<file path="src/rtl/pong_pkg.sv">
// pong_pkg: shared types and constants for the Pong renderer.
//   color_t  - packed RGB pixel, CHAN_W bits per channel
//   state_t  - serve state machine encoding (PLAY, SERVE)
//   COLOR_*  - fixed palette for background, ball, paddle and net
package pong_pkg;

    localparam int CHAN_W = 4;

    typedef struct packed {
        logic [CHAN_W-1:0] r;
        logic [CHAN_W-1:0] g;
        logic [CHAN_W-1:0] b;
    } color_t;

    typedef enum logic {
        PLAY  = 1'b0,
        SERVE = 1'b1
    } state_t;

    localparam color_t COLOR_BG     = color_t'(12'h142);
    localparam color_t COLOR_BALL   = color_t'(12'hFFF);
    localparam color_t COLOR_PADDLE = color_t'(12'h63F);
    localparam color_t COLOR_NET    = color_t'(12'h888);

endpackage

</file>
<file path="src/rtl/pong_physics.sv">
// pong_physics: per-frame game state for Pong.
//   Holds ball position/direction, paddle position and the serve state
//   machine. Every register advances only on cycles where frame = 1.
// Ports:
//   clk_pix, rst_pix   - pixel clock, synchronous active-high reset
//   frame              - one-cycle update strobe (vertical blanking)
//   btn_up, btn_dn     - synchronised paddle buttons (level)
//   bx, by             - ball top-left corner, active coordinates
//   py                 - paddle top row, active coordinates
//   ball_vis           - ball is drawn (PLAY state)
//   miss               - one-cycle pulse after the frame that lost the ball
module pong_physics
    import pong_pkg::*;
#(
    parameter int CORDW        = 10,
    parameter int H_RES        = 640,
    parameter int V_RES        = 480,
    parameter int BALL_SIZE    = 8,
    parameter int BALL_SPEED   = 2,
    parameter int PAD_X        = 16,
    parameter int PAD_W        = 8,
    parameter int PAD_H        = 48,
    parameter int PAD_SPEED    = 4,
    parameter int SERVE_FRAMES = 60
) (
    input  logic             clk_pix,
    input  logic             rst_pix,
    input  logic             frame,
    input  logic             btn_up,
    input  logic             btn_dn,
    output logic [CORDW-1:0] bx,
    output logic [CORDW-1:0] by,
    output logic [CORDW-1:0] py,
    output logic             ball_vis,
    output logic             miss
);

    // One extra bit of signed headroom so +/- speed can never wrap.
    typedef logic signed [CORDW:0] sc_t;

    localparam sc_t B_SPD    = sc_t'(BALL_SPEED);
    localparam sc_t P_SPD    = sc_t'(PAD_SPEED);
    localparam sc_t B_SIZE   = sc_t'(BALL_SIZE);
    localparam sc_t P_H      = sc_t'(PAD_H);
    localparam sc_t BX_MAX   = sc_t'(H_RES - BALL_SIZE);
    localparam sc_t BY_MAX   = sc_t'(V_RES - BALL_SIZE);
    localparam sc_t PY_MAX   = sc_t'(V_RES - PAD_H);
    localparam sc_t PAD_EDGE = sc_t'(PAD_X + PAD_W);

    localparam logic [CORDW-1:0] BX_CTR = CORDW'((H_RES - BALL_SIZE) / 2);
    localparam logic [CORDW-1:0] BY_CTR = CORDW'((V_RES - BALL_SIZE) / 2);
    localparam logic [CORDW-1:0] PY_CTR = CORDW'((V_RES - PAD_H) / 2);

    localparam int CNT_W = (SERVE_FRAMES > 1) ? $clog2(SERVE_FRAMES) : 1;
    localparam logic [CNT_W-1:0] CNT_LAST = CNT_W'(SERVE_FRAMES - 1);

    state_t             state, state_n;
    logic               dx, dy, dx_n, dy_n;
    logic [CORDW-1:0]   bx_n, by_n, py_n;
    logic [CNT_W-1:0]   cnt, cnt_n;
    logic               miss_n;
    logic               paddle_hit;

    sc_t bx_s, by_s, py_s;
    sc_t bx_inc, bx_dec, by_inc, by_dec, py_t;

    assign bx_s   = $signed({1'b0, bx});
    assign by_s   = $signed({1'b0, by});
    assign py_s   = $signed({1'b0, py});
    assign bx_inc = bx_s + B_SPD;
    assign bx_dec = bx_s - B_SPD;
    assign by_inc = by_s + B_SPD;
    assign by_dec = by_s - B_SPD;

    always_comb begin
        state_n    = state;
        bx_n       = bx;
        by_n       = by;
        py_n       = py;
        dx_n       = dx;
        dy_n       = dy;
        cnt_n      = cnt;
        miss_n     = 1'b0;
        paddle_hit = 1'b0;
        py_t       = py_s;

        if (frame) begin
            // Paddle moves in either state; opposing buttons cancel.
            if (btn_up && !btn_dn) begin
                py_t = py_s - P_SPD;
                py_n = py_t[CORDW] ? '0 : py_t[CORDW-1:0];
            end else if (btn_dn && !btn_up) begin
                py_t = py_s + P_SPD;
                py_n = (py_t > PY_MAX) ? PY_MAX[CORDW-1:0] : py_t[CORDW-1:0];
            end

            case (state)
                PLAY: begin
                    if (dy) begin
                        if (by_inc >= BY_MAX) begin
                            by_n = BY_MAX[CORDW-1:0];
                            dy_n = 1'b0;
                        end else begin
                            by_n = by_inc[CORDW-1:0];
                        end
                    end else begin
                        if (by_s <= B_SPD) begin
                            by_n = '0;
                            dy_n = 1'b1;
                        end else begin
                            by_n = by_dec[CORDW-1:0];
                        end
                    end

                    if (dx) begin
                        if (bx_inc >= BX_MAX) begin
                            bx_n = BX_MAX[CORDW-1:0];
                            dx_n = 1'b0;
                        end else begin
                            bx_n = bx_inc[CORDW-1:0];
                        end
                    end else begin
                        // Overlap uses the paddle position from before this frame's move.
                        paddle_hit = (bx_s >= PAD_EDGE) && (bx_dec <= PAD_EDGE)
                                  && (by_s + B_SIZE > py_s) && (by_s < py_s + P_H);
                        if (paddle_hit) begin
                            bx_n = PAD_EDGE[CORDW-1:0];
                            dx_n = 1'b1;
                        end else if (bx_s <= B_SPD) begin
                            // Lost ball: recentre, keep vertical direction, wait out the serve.
                            bx_n    = BX_CTR;
                            by_n    = BY_CTR;
                            dx_n    = 1'b1;
                            dy_n    = dy;
                            state_n = SERVE;
                            cnt_n   = '0;
                            miss_n  = 1'b1;
                        end else begin
                            bx_n = bx_dec[CORDW-1:0];
                        end
                    end
                end

                SERVE: begin
                    if (cnt == CNT_LAST) begin
                        state_n = PLAY;
                        cnt_n   = '0;
                    end else begin
                        cnt_n = cnt + 1'b1;
                    end
                end
            endcase
        end
    end

    always_ff @(posedge clk_pix) begin
        if (rst_pix) begin
            state <= PLAY;
            bx    <= BX_CTR;
            by    <= BY_CTR;
            py    <= PY_CTR;
            dx    <= 1'b1;
            dy    <= 1'b1;
            cnt   <= '0;
            miss  <= 1'b0;
        end else begin
            state <= state_n;
            bx    <= bx_n;
            by    <= by_n;
            py    <= py_n;
            dx    <= dx_n;
            dy    <= dy_n;
            cnt   <= cnt_n;
            miss  <= miss_n;
        end
    end

    assign ball_vis = (state == PLAY);

endmodule

</file>
<file path="src/rtl/pong_render.sv">
// pong_render: Pong pixel renderer for the VGA path.
//   Translates raw timing counters to active coordinates, tests the pixel
//   against ball, paddle and centre net, and registers the colour.
//   Pixel latency is one clock; upstream syncs need one matching delay.
// Ports:
//   clk_pix, rst_pix        - pixel clock, synchronous active-high reset
//   frame                   - one-cycle per-frame update strobe
//   de, sx, sy              - display enable and raw counters
//   btn_up, btn_dn          - synchronised paddle buttons
//   dispcolor_r/g/b         - registered colour to the DAC
//   miss                    - one-cycle pulse when the ball leaves the left edge
module pong_render
    import pong_pkg::*;
#(
    parameter int CORDW        = 10,
    parameter int CHANW        = 4,
    parameter int H_OFFSET     = 48,
    parameter int V_OFFSET     = 33,
    parameter int H_RES        = 640,
    parameter int V_RES        = 480,
    parameter int BALL_SIZE    = 8,
    parameter int BALL_SPEED   = 2,
    parameter int PAD_X        = 16,
    parameter int PAD_W        = 8,
    parameter int PAD_H        = 48,
    parameter int PAD_SPEED    = 4,
    parameter int SERVE_FRAMES = 60
) (
    input  logic             clk_pix,
    input  logic             rst_pix,
    input  logic             frame,
    input  logic             de,
    input  logic [CORDW-1:0] sx,
    input  logic [CORDW-1:0] sy,
    input  logic             btn_up,
    input  logic             btn_dn,
    output logic [CHANW-1:0] dispcolor_r,
    output logic [CHANW-1:0] dispcolor_g,
    output logic [CHANW-1:0] dispcolor_b,
    output logic             miss
);

    typedef logic signed [CORDW:0] sc_t;

    localparam sc_t H_OFF  = sc_t'(H_OFFSET);
    localparam sc_t V_OFF  = sc_t'(V_OFFSET);
    localparam sc_t B_SIZE = sc_t'(BALL_SIZE);
    localparam sc_t P_L    = sc_t'(PAD_X);
    localparam sc_t P_R    = sc_t'(PAD_X + PAD_W);
    localparam sc_t P_H    = sc_t'(PAD_H);
    localparam sc_t NET_L  = sc_t'(H_RES / 2 - 1);
    localparam sc_t NET_R  = sc_t'(H_RES / 2);

    logic [CORDW-1:0] bx, by, py;
    logic             ball_vis;

    pong_physics #(
        .CORDW        (CORDW),
        .H_RES        (H_RES),
        .V_RES        (V_RES),
        .BALL_SIZE    (BALL_SIZE),
        .BALL_SPEED   (BALL_SPEED),
        .PAD_X        (PAD_X),
        .PAD_W        (PAD_W),
        .PAD_H        (PAD_H),
        .PAD_SPEED    (PAD_SPEED),
        .SERVE_FRAMES (SERVE_FRAMES)
    ) u_physics (
        .clk_pix  (clk_pix),
        .rst_pix  (rst_pix),
        .frame    (frame),
        .btn_up   (btn_up),
        .btn_dn   (btn_dn),
        .bx       (bx),
        .by       (by),
        .py       (py),
        .ball_vis (ball_vis),
        .miss     (miss)
    );

    sc_t    ax_p0, ay_p0, bx_s, by_s, py_s;
    logic   ball_hit_p0, pad_hit_p0, net_hit_p0;
    color_t pix_p0;

    // Stage p0: coordinate translation and object hit tests.
    assign ax_p0 = $signed({1'b0, sx}) - H_OFF;
    assign ay_p0 = $signed({1'b0, sy}) - V_OFF;
    assign bx_s  = $signed({1'b0, bx});
    assign by_s  = $signed({1'b0, by});
    assign py_s  = $signed({1'b0, py});

    assign ball_hit_p0 = ball_vis
                      && (ax_p0 >= bx_s) && (ax_p0 < bx_s + B_SIZE)
                      && (ay_p0 >= by_s) && (ay_p0 < by_s + B_SIZE);
    assign pad_hit_p0  = (ax_p0 >= P_L) && (ax_p0 < P_R)
                      && (ay_p0 >= py_s) && (ay_p0 < py_s + P_H);
    // Dashed net: 8 rows on, 8 rows off.
    assign net_hit_p0  = ((ax_p0 == NET_L) || (ax_p0 == NET_R)) && !ay_p0[3];

    always_comb begin
        pix_p0 = COLOR_BG;
        if (ball_hit_p0) begin
            pix_p0 = COLOR_BALL;
        end else if (pad_hit_p0) begin
            pix_p0 = COLOR_PADDLE;
        end else if (net_hit_p0) begin
            pix_p0 = COLOR_NET;
        end
    end

    // Stage p1: registered colour, blanked outside the active area.
    always_ff @(posedge clk_pix) begin
        if (rst_pix || !de) begin
            dispcolor_r <= '0;
            dispcolor_g <= '0;
            dispcolor_b <= '0;
        end else begin
            dispcolor_r <= CHANW'(pix_p0.r);
            dispcolor_g <= CHANW'(pix_p0.g);
            dispcolor_b <= CHANW'(pix_p0.b);
        end
    end

endmodule

</file>
<file path="config.mk">
export PLATFORM = sky130hd
export DESIGN_NAME = pong_render
export DESIGN_NICKNAME = d
export VERILOG_FILES = /design/src/rtl/pong_pkg.sv /design/src/rtl/pong_physics.sv /design/src/rtl/pong_render.sv
export SDC_FILE = /design/constraint.sdc
export NUM_CORES = 1
export LEC_CHECK = 0
export CAP_MARGIN = 30
export CORE_ASPECT_RATIO = 0.8
export CORE_MARGIN = 2
export CORE_UTILIZATION = 57
export DETAILED_ROUTE_END_ITERATION = 12
export PLACE_DENSITY_LB_ADDON = 0.2
export SLEW_MARGIN = 10
export SYNTH_ARGS = -nofsm -noshare
export SYNTH_HDL_FRONTEND = slang
export SYNTH_SLANG_ARGS = --single-unit
</file>
<file path="constraint.sdc">
create_clock -name clk_pix -period 5.5 [get_ports clk_pix]
set_input_delay 1.1 -clock clk_pix [delete_from_list [all_inputs] [get_ports clk_pix]]
set_output_delay 1.1 -clock clk_pix [all_outputs]
set_load 0.01 [all_outputs]
</file>
* Word level (Yosys, flattened, before mapping)
Cells that the tools add are included.
Cells by class: add/subtract/negate cells 12, order comparisons 17, eq/ne operators 7, mux-type cells 36, bitwise logic cells 2, reduce and logical (&&, ||, !) cells 25
Operators with widths (count):
- two-way mux 10 bit | 14
- less-than comparator 11 bit | 4
- two-way mux 12 bit | 3
- >= comparator 11 bit | 3
- two-way mux 6 bit | 4
- adder 10 x 2 -> 11 bit, second input constant | 2
- adder 10 x 4 -> 11 bit, second input constant | 2
- equality test 11 x 10 -> 1 bit, second input constant | 2
- subtractor 10 x 6 -> 11 bit, second input constant | 2
- <= comparator 10 x 2 -> 1 bit, second input constant | 2
- logical AND 1 bit | 13
- two-way mux 1 bit | 13
- one-hot mux 6 bit (2 select lines) | 1
- adder 10 x 3 -> 11 bit, second input constant | 1
- adder 10 x 6 -> 11 bit, second input constant | 1
- >= comparator 11 x 10 -> 1 bit, second input constant | 1
- >= comparator 11 bit, second input constant | 1
- >= comparator 11 x 6 -> 1 bit, second input constant | 1
- > comparator 11 x 10 -> 1 bit, second input constant | 1
- > comparator 11 bit | 1
- <= comparator 11 x 6 -> 1 bit, second input constant | 1
- less-than comparator 11 x 6 -> 1 bit, second input constant | 1
- subtractor 10 x 2 -> 11 bit, second input constant | 1
- subtractor 10 x 3 -> 11 bit, second input constant | 1
- other kinds (16) | 23
Word-level totals: register bits after elaboration 52, logic and storage cells 110

* Logic depth before layout (Yosys ltp)
Gate-level depths: netlist of run 1.
depth after elaboration 8, gate-level depth with buffers 14

* By module
A second synthesis of run 1 with hierarchy kept.
Unflattened totals: cells, all modules 754, area total of the unflattened synthesis 5740.5 um2
By module, submodules not included:
- pong_physics | instances 1, cells each 482, area an instance 3631.0 um2, sequential area each 740.7 um2
- pong_render | instances 1, cells each 272, area an instance 2109.5 um2, sequential area each 100.1 um2

* Worst setup path before layout of run 1
OpenSTA, ideal clock, no wires.
path type input port to flip-flop, from input sy[0], to register dispcolor_b[3], setup time 0.061 ns, data arrival time 3.408 ns, data required time 5.439 ns, path slack 2.030 ns, stages on the path 12, path buffers 0, cells stage by stage inv_1 ha_1 a21boi_0 nor3_1 xor2_1 ha_1 o21a_1 o31ai_1 a31oi_1 a2111oi_0 o21ai_0 nand2_1
Between the ends: cells in the longest elaborated chain, start to end 6, elaborated cells on any way between the ends 14, those cells by class add/sub: 1; order compare: 4; mux: 3; reduce/logical: 6
Ends and longest elaborated chain:
- start: declaration | RTL line pong_render.sv:34 | input logic [CORDW-1:0] sy,
- subtractor 10 x 6 -> 11 bit (*) | RTL line pong_render.sv:87 | assign ay_p0 = $signed({1'b0, sy}) - V_OFF;
- >= comparator 11 bit / zero test 1 bit (equally long branches) | RTL line pong_render.sv:96, pong_render.sv:98
- logical AND 1 bit (on tied branches) | RTL line pong_render.sv:96, pong_render.sv:98
- logical AND 1 bit / two-way mux 12 bit (equally long branches) | RTL line pong_render.sv:96, pong_render.sv:106
- two-way mux 12 bit | RTL line pong_render.sv:104 | end else if (pad_hit_p0) begin
- two-way mux 12 bit (*) | RTL line pong_render.sv:102 | if (ball_hit_p0) begin
- end signal: assignment | RTL line pong_render.sv:120 | dispcolor_b <= CHANW'(pix_p0.b);
- end: declaration | RTL line pong_render.sv:39 | output logic [CHANW-1:0] dispcolor_b,
Every way passes the cells marked *; elsewhere a longest branch is shown, timed or not. A chain may end at the register's enable or synchronous reset.

* Worst setup path after layout of run 1
Same ends and word-level chain as after synthesis.

==> results.cfg, run 1 <==
[status]
status = finished, final reports clean

[die]
io_pins = 39
core_um2 = 8960
initial_core_util_pct = 58.0
die_area_um2 = 9910
fp-row-count = 31
die_w_um = 111
die_y_um = 89.4

[setup_path]
crit_fanout = 4
startpoint_type = primary input
path_class = primary input to flip-flop
cp_data_arrival_time_ns = 4.49
r2r_start = u_physics.py[4]
cp-startpoint = sy[0]
critPathCaptureType = flip-flop
worstPathRequired_ns = 5.74

[global_routing]
grt_use_met2_pct = 50.1
grt_pass1_wl_mm = 23.8
gr-usage-met1_pct = 39.7
grt_max_degree = 19
grt-ovfl-total = 0
grt_pass1_vias = 4866
grt.busiest_layer = met2
met3_usage_pct = 4.88
antenna_found_initial = 0
grt_usage_pct = 29.4

[sta]
clock.fmax_mhz = 235
finalSetupViolCount = 0
period_share_pct = 77.4
fin_setup_tns_ns = 0
fin_ws_ns = 1.24
fin_crit_ns = 4.26
grt_setup_unrepaired = false
finalHoldViolations = 0
slew-limit-headroom_pct = 42.0
worst_slew_pin_slew_ns = 0.867
fin_worst_skew_ns = 0.00446
final-max-slew-violation-count = 0

[cts]
cts_sinks = 42
clockBufferDepth = 2
cts_buffers = 5
clk_pin_slew_worst_paths_ns = 0.07
hold_buffers = 0
cts_resized = 0
htree_levels = 2
clkLatencyLatePin_ns = 0.29
cts_tree = done
post_cts_buffers = 0
root_buffer = clkbuf_16

[drt]
routedWlPerCell_um = 18.1
drt.antenna.violating_nets = 0
drt-pass1-iter-count = 5
drc = 0
dr.first_iter.drc_count = 627
vias = 5300
wl_mm = 14.9
via_per_inst = 6.46

[yosys]
synth_compound_area_share_pct = 26.0
synthMuxAreaShare_pct = 0.433
synthAdderAreaFrac_pct = 20.9
ys_warn_count = 0
synth_area_um2 = 5200
ys_seq_elements = 42
syn_area_per_cell_um2 = 7.45
yosysSeqAreaShare_pct = 16.2
synth_ff_type = dfxtp_1
synth_edf_count = 0
synth_top_family_by_area = compound AO/OA/AOI/OAI gates
syn_inst = 698
synth_xor_area_share_pct = 6.57
yosys.area_share.simple_pct = 22.4
synth_cell_types = 68
synthArstFlopShare_pct = 0
synth_nets = 811

[placement]
place_ws_ns = 1.00
port-buffer-count = 38
dpl.cell_count = 813
place_congestion = 0.962
dp_hpwl_mm = 11.6

[pwr]
powerDensity_nw_per_um2 = 218
p_leak_nw = 2.32
irDropWorstVdd_v = 0.000183

[finish]
drive_gt1_share_pct = 3.26
nets = 818
instances_no_fill = 821
area_growth_pct = 9.72
filler_cell_count = 764
antenna_cells = 0

[hold_path]
hold_path.class = flip-flop to flip-flop
min_from = u_physics.cnt[4]

[run]
cap_violations = 0
cell type report:
| cell class | instances | area, µm² | area share, % |
|---|---|---|---|
| sequential | 42 | 841 | 14.7 |
| clock inverter | 3 | 18.8 | 0.329 |
| multi-input combinational | 562 | 3970 | 69.6 |
| inverter | 52 | 195 | 3.42 |
| clock buffer | 5 | 125 | 2.19 |
| timing repair buffer | 42 | 410 | 7.19 |
| tap | 115 | 144 | 2.52 |
stage by stage:
| step | area, µm² | utilization (%) | hold WS (ns) | total power, W |
|---|---|---|---|---|
| finish | 5710 | 63.7 | 0.488 | 0.00124 |
| global route | 5710 | 63.7 | 0.554 | 0.00132 |
| CTS | 5710 | 63.7 | 0.490 | 0.00123 |
| detailed placement | 5560 | 62.1 | 0.481 | 0.000924 |
| global placement | 5560 | 62.1 | 0.475 | 0.000903 |
| floorplan | 5200 | - | 0.434 | 0.000774 |
path summary, 6_finish.rpt:
check / endpoint / slack [ns] / cells after the start
max: dispcolor_b[3] / 1.24 / 13
min reg2reg: u_physics.cnt[4] / 0.49 / 2
max reg2reg: u_physics.by[8] / 1.53 / 13
min: u_physics.cnt[4] / 0.49 / 2
registers in the layout, summed over array words and instances (netlist names):
register,count
u_physics.by,10
u_physics.bx,9
u_physics.py,8
u_physics.cnt,6
dispcolor_r,3
dispcolor_b,2
u_physics.dx,1
u_physics.dy,1
u_physics.miss,1
u_physics.state,1
per-layer routing:
metal | vias up | routed length, µm | part of all wire, %
li1 | 2594 | - | -
met1 | 2488 | 6810 | 46
met2 | 198 | 6780 | 46
met3 | 20 | 1080 | 7.3
met4 | 0 | 212 | 1.4
met5 | - | 0 | 0
layout by cell type, fill, tap and decap left out, types with 9 or more instances in the layout:
cell type / n
ha_1: 87
nand2_1: 72
inv_1: 51
nor2_1: 45
a21oi_1: 42
dfxtp_1: 42
clkdlybuf4s50_1: 38
xnor2_1: 34
o21ai_0: 33
nor3_1: 25
nand3_1: 21
nand4_1: 18
nor4_1: 11
a31oi_1: 9
nor2b_1: 9
where the power goes:
part	leakage (nW)	switching, W	total [W]	internal [W]
combinational	1.90	0.000318	0.000557	0.000239
sequential	0.342	0.0000528	0.000376	0.000323
clock	0.0740	0.000139	0.000308	0.000169
critical path, cell delays in order:
cell and delay [ns]:
clkdlybuf4s50_1 0.51, inv_1 0.07, ha_1 0.23, a21boi_0 0.43, nor3_1 0.14, xor2_1 0.33, ha_1 0.29, o21a_1 0.19
o31ai_1 0.21, a31oi_1 0.07, a2111oi_0 0.65, o21ai_0 0.16, nand2_1 0.10
synthesized netlist by cell type (all sizes together) (9+ instances only):
cell     n  share of area (%)
ha      87                 21
buf     10                1.4
nand4   18                2.2
nor4    11                1.3
nand3   21                2.0
a31oi    9                1.1
nand2   74                5.5
a21oi   42                4.0
xnor2   34                5.7
clkbuf  32                2.3
inv     51                3.7
nor3    25                2.4
o21ai   41                3.9
nor2b    9                1.1
dfxtp   42                 16
nor2    46                3.4
cell families after synthesis:
logic type      Yosys count
xor+xnor                 39
fa+ha+maj                87
mux                       1
simple gates            238
flops                    42
compound gates          197
buf+inv                  94
Power figures use the tool's default switching activity.
==> run 2, diff against run 1 <==
clock period = 4.1 ns   (was 5.5 ns; I/O delays follow)
==> run 2 against run 1 <==
  * Final cell count rose by 0.61%
  * Setup slack worse by 0.98 ns
  * Design area increased by 0.66%
  * Register-to-register slack worse by 1.0 ns
  * Clock power grew 31%
  * Critical path type unchanged
  * Largest cell class unchanged
  * Highest routed layer unchanged
==> results.cfg, run 2 (synthesized netlist as in run 1, its figures left out) <==
[hold_path]
min_from = u_physics.cnt[5]
holdPathStages = 2
hold_path.class = flip-flop to flip-flop
whs_endpoint = u_physics.cnt[5]

[setup_path]
r2r_end = u_physics.by[8]
crit_fanout = 4
rrSetupSlack_ns = 0.50
worstRegToRegCells = 12
path_class = primary input to flip-flop
r2r_start = u_physics.py[6]
cp_data_arrival_time_ns = 4.07
critPathCaptureType = flip-flop
startpoint_type = primary input
worstPathRequired_ns = 4.33

[global_routing]
grt-ovfl-total = 0
grt_usage_pct = 28.9
grt_max_degree = 19
grt_pass1_wl_mm = 23.3
grt_pass1_vias = 4755
antenna_found_initial = 0

[sta]
fin_hold_ws_ns = 0.492
final-max-slew-violation-count = 0
clock.fmax_mhz = 261
slew-limit-headroom_pct = 45.2
finalHoldViolations = 0
fin_crit_ns = 3.83
fin_worst_skew_ns = 0.00633
period_share_pct = 93.5
grt_setup_unrepaired = false
finalSetupViolCount = 0
worst_slew_pin_slew_ns = 0.815
fin_setup_tns_ns = 0

[finish]
largest_reg_flops = 10
final_common_cell = ha_1
finish.utilization_pct = 64.1
reg.largest.list = u_physics.by (10), u_physics.bx (9), u_physics.py (8)
nets = 823
design_area_um2 = 5740
filler_cell_count = 795
area_growth_pct = 10.4
antenna_cells = 0
top_register = u_physics.by
drive_gt1_share_pct = 3.94
final_cell_mix = ha_1 (87), nand2_1 (72), inv_1 (51)

[cts]
hold_buffers = 0
clockBufferDepth = 2
clk_pin_slew_worst_paths_ns = 0.06
cts_buffers = 5
htree_levels = 2
cts_tree = done
cts_sinks = 42
clkLatencyLatePin_ns = 0.29
post_cts_buffers = 0
cts_resized = 0
root_buffer = clkbuf_16

[drt]
wl_mm = 14.6
drt-pass1-iter-count = 5
vias = 5386
drt.antenna.violating_nets = 0
drc = 0
dr.first_iter.drc_count = 509
via_per_inst = 6.52
routedWlPerCell_um = 17.6

[die]
initial_core_util_pct = 58.0
die_y_um = 89.4
io_pins = 39
fp-row-count = 31
die_w_um = 111
core_um2 = 8960
die_area_um2 = 9910

[pwr]
p_leak_nw = 2.34
powerDensity_nw_per_um2 = 287
p_total_w = 0.00165
irDropWorstVdd_v = 0.000230

[placement]
place_area_um2 = 5600
port-buffer-count = 38
place_congestion = 0.916
dp_hpwl_mm = 11.5

[run]
cap_violations = 0

[status]
status = finished, final reports clean
[run 2: cell type report]
type	instances	area, µm²	area share (%)
clock buffers	5	125	2.18
inverters	52	195	3.40
flip-flops and latches	42	841	14.6
multi-input cells	562	3970	69.2
repair buffers	47	448	7.80
clock inverters	3	18.8	0.327
well taps	115	144	2.51
[run 2: worst max path at each step]
stage | start | endpoint | slack [ns] | cells past startpoint
4_1_cts | sy[0] | dispcolor_b[3] | 0.31 | 14
3_5_place_dp | sy[0] | dispcolor_b[3] | 0.04 | 14
5_1_grt | sy[2] | dispcolor_r[3] | 0.02 | 12
6_report | sy[0] | dispcolor_b[3] | 0.27 | 14
3_3_place_gp | sy[0] | dispcolor_b[3] | 0.15 | 14
2_1_floorplan | u_physics.py[4] | u_physics.bx[8] | 0.83 | 12
[run 2: through the flow]
stage               setup WS (ns)  std cells
floorplan                   0.828        698
global placement            0.146        818
detailed placement         0.0427        818
CTS                         0.308        826
global route               0.0207        826
finish                      0.265        826
[run 2: worst max-delay path, stage by stage]
cell and delay (ns):
clkdlybuf4s50_1 0.51, inv_1 0.07, ha_1 0.24, a21boi_0 0.38, nor3_1 0.11, xor2_1 0.33
ha_1 0.30, o21a_1 0.19, o31ai_1 0.25, a31oi_1 0.08, a2111oi_0 0.46, buf_4 0.20
o21ai_0 0.07, nand2_1 0.08
[run 2: power by group]
group          switching [W]  total (W)  internal (W)
registers          0.0000660   0.000500      0.000434
logic               0.000423   0.000746      0.000323
clock network       0.000177   0.000403      0.000226
[run 2: per-layer routing]
layer	share of wire [%]	track usage [%]	vias to the layer above
met4	1.2	6.48	0
met3	7.3	3.80	20
met5	0	0	-
met2	45	49.1	235
li1	-	-	2591
met1	47	39.7	2540
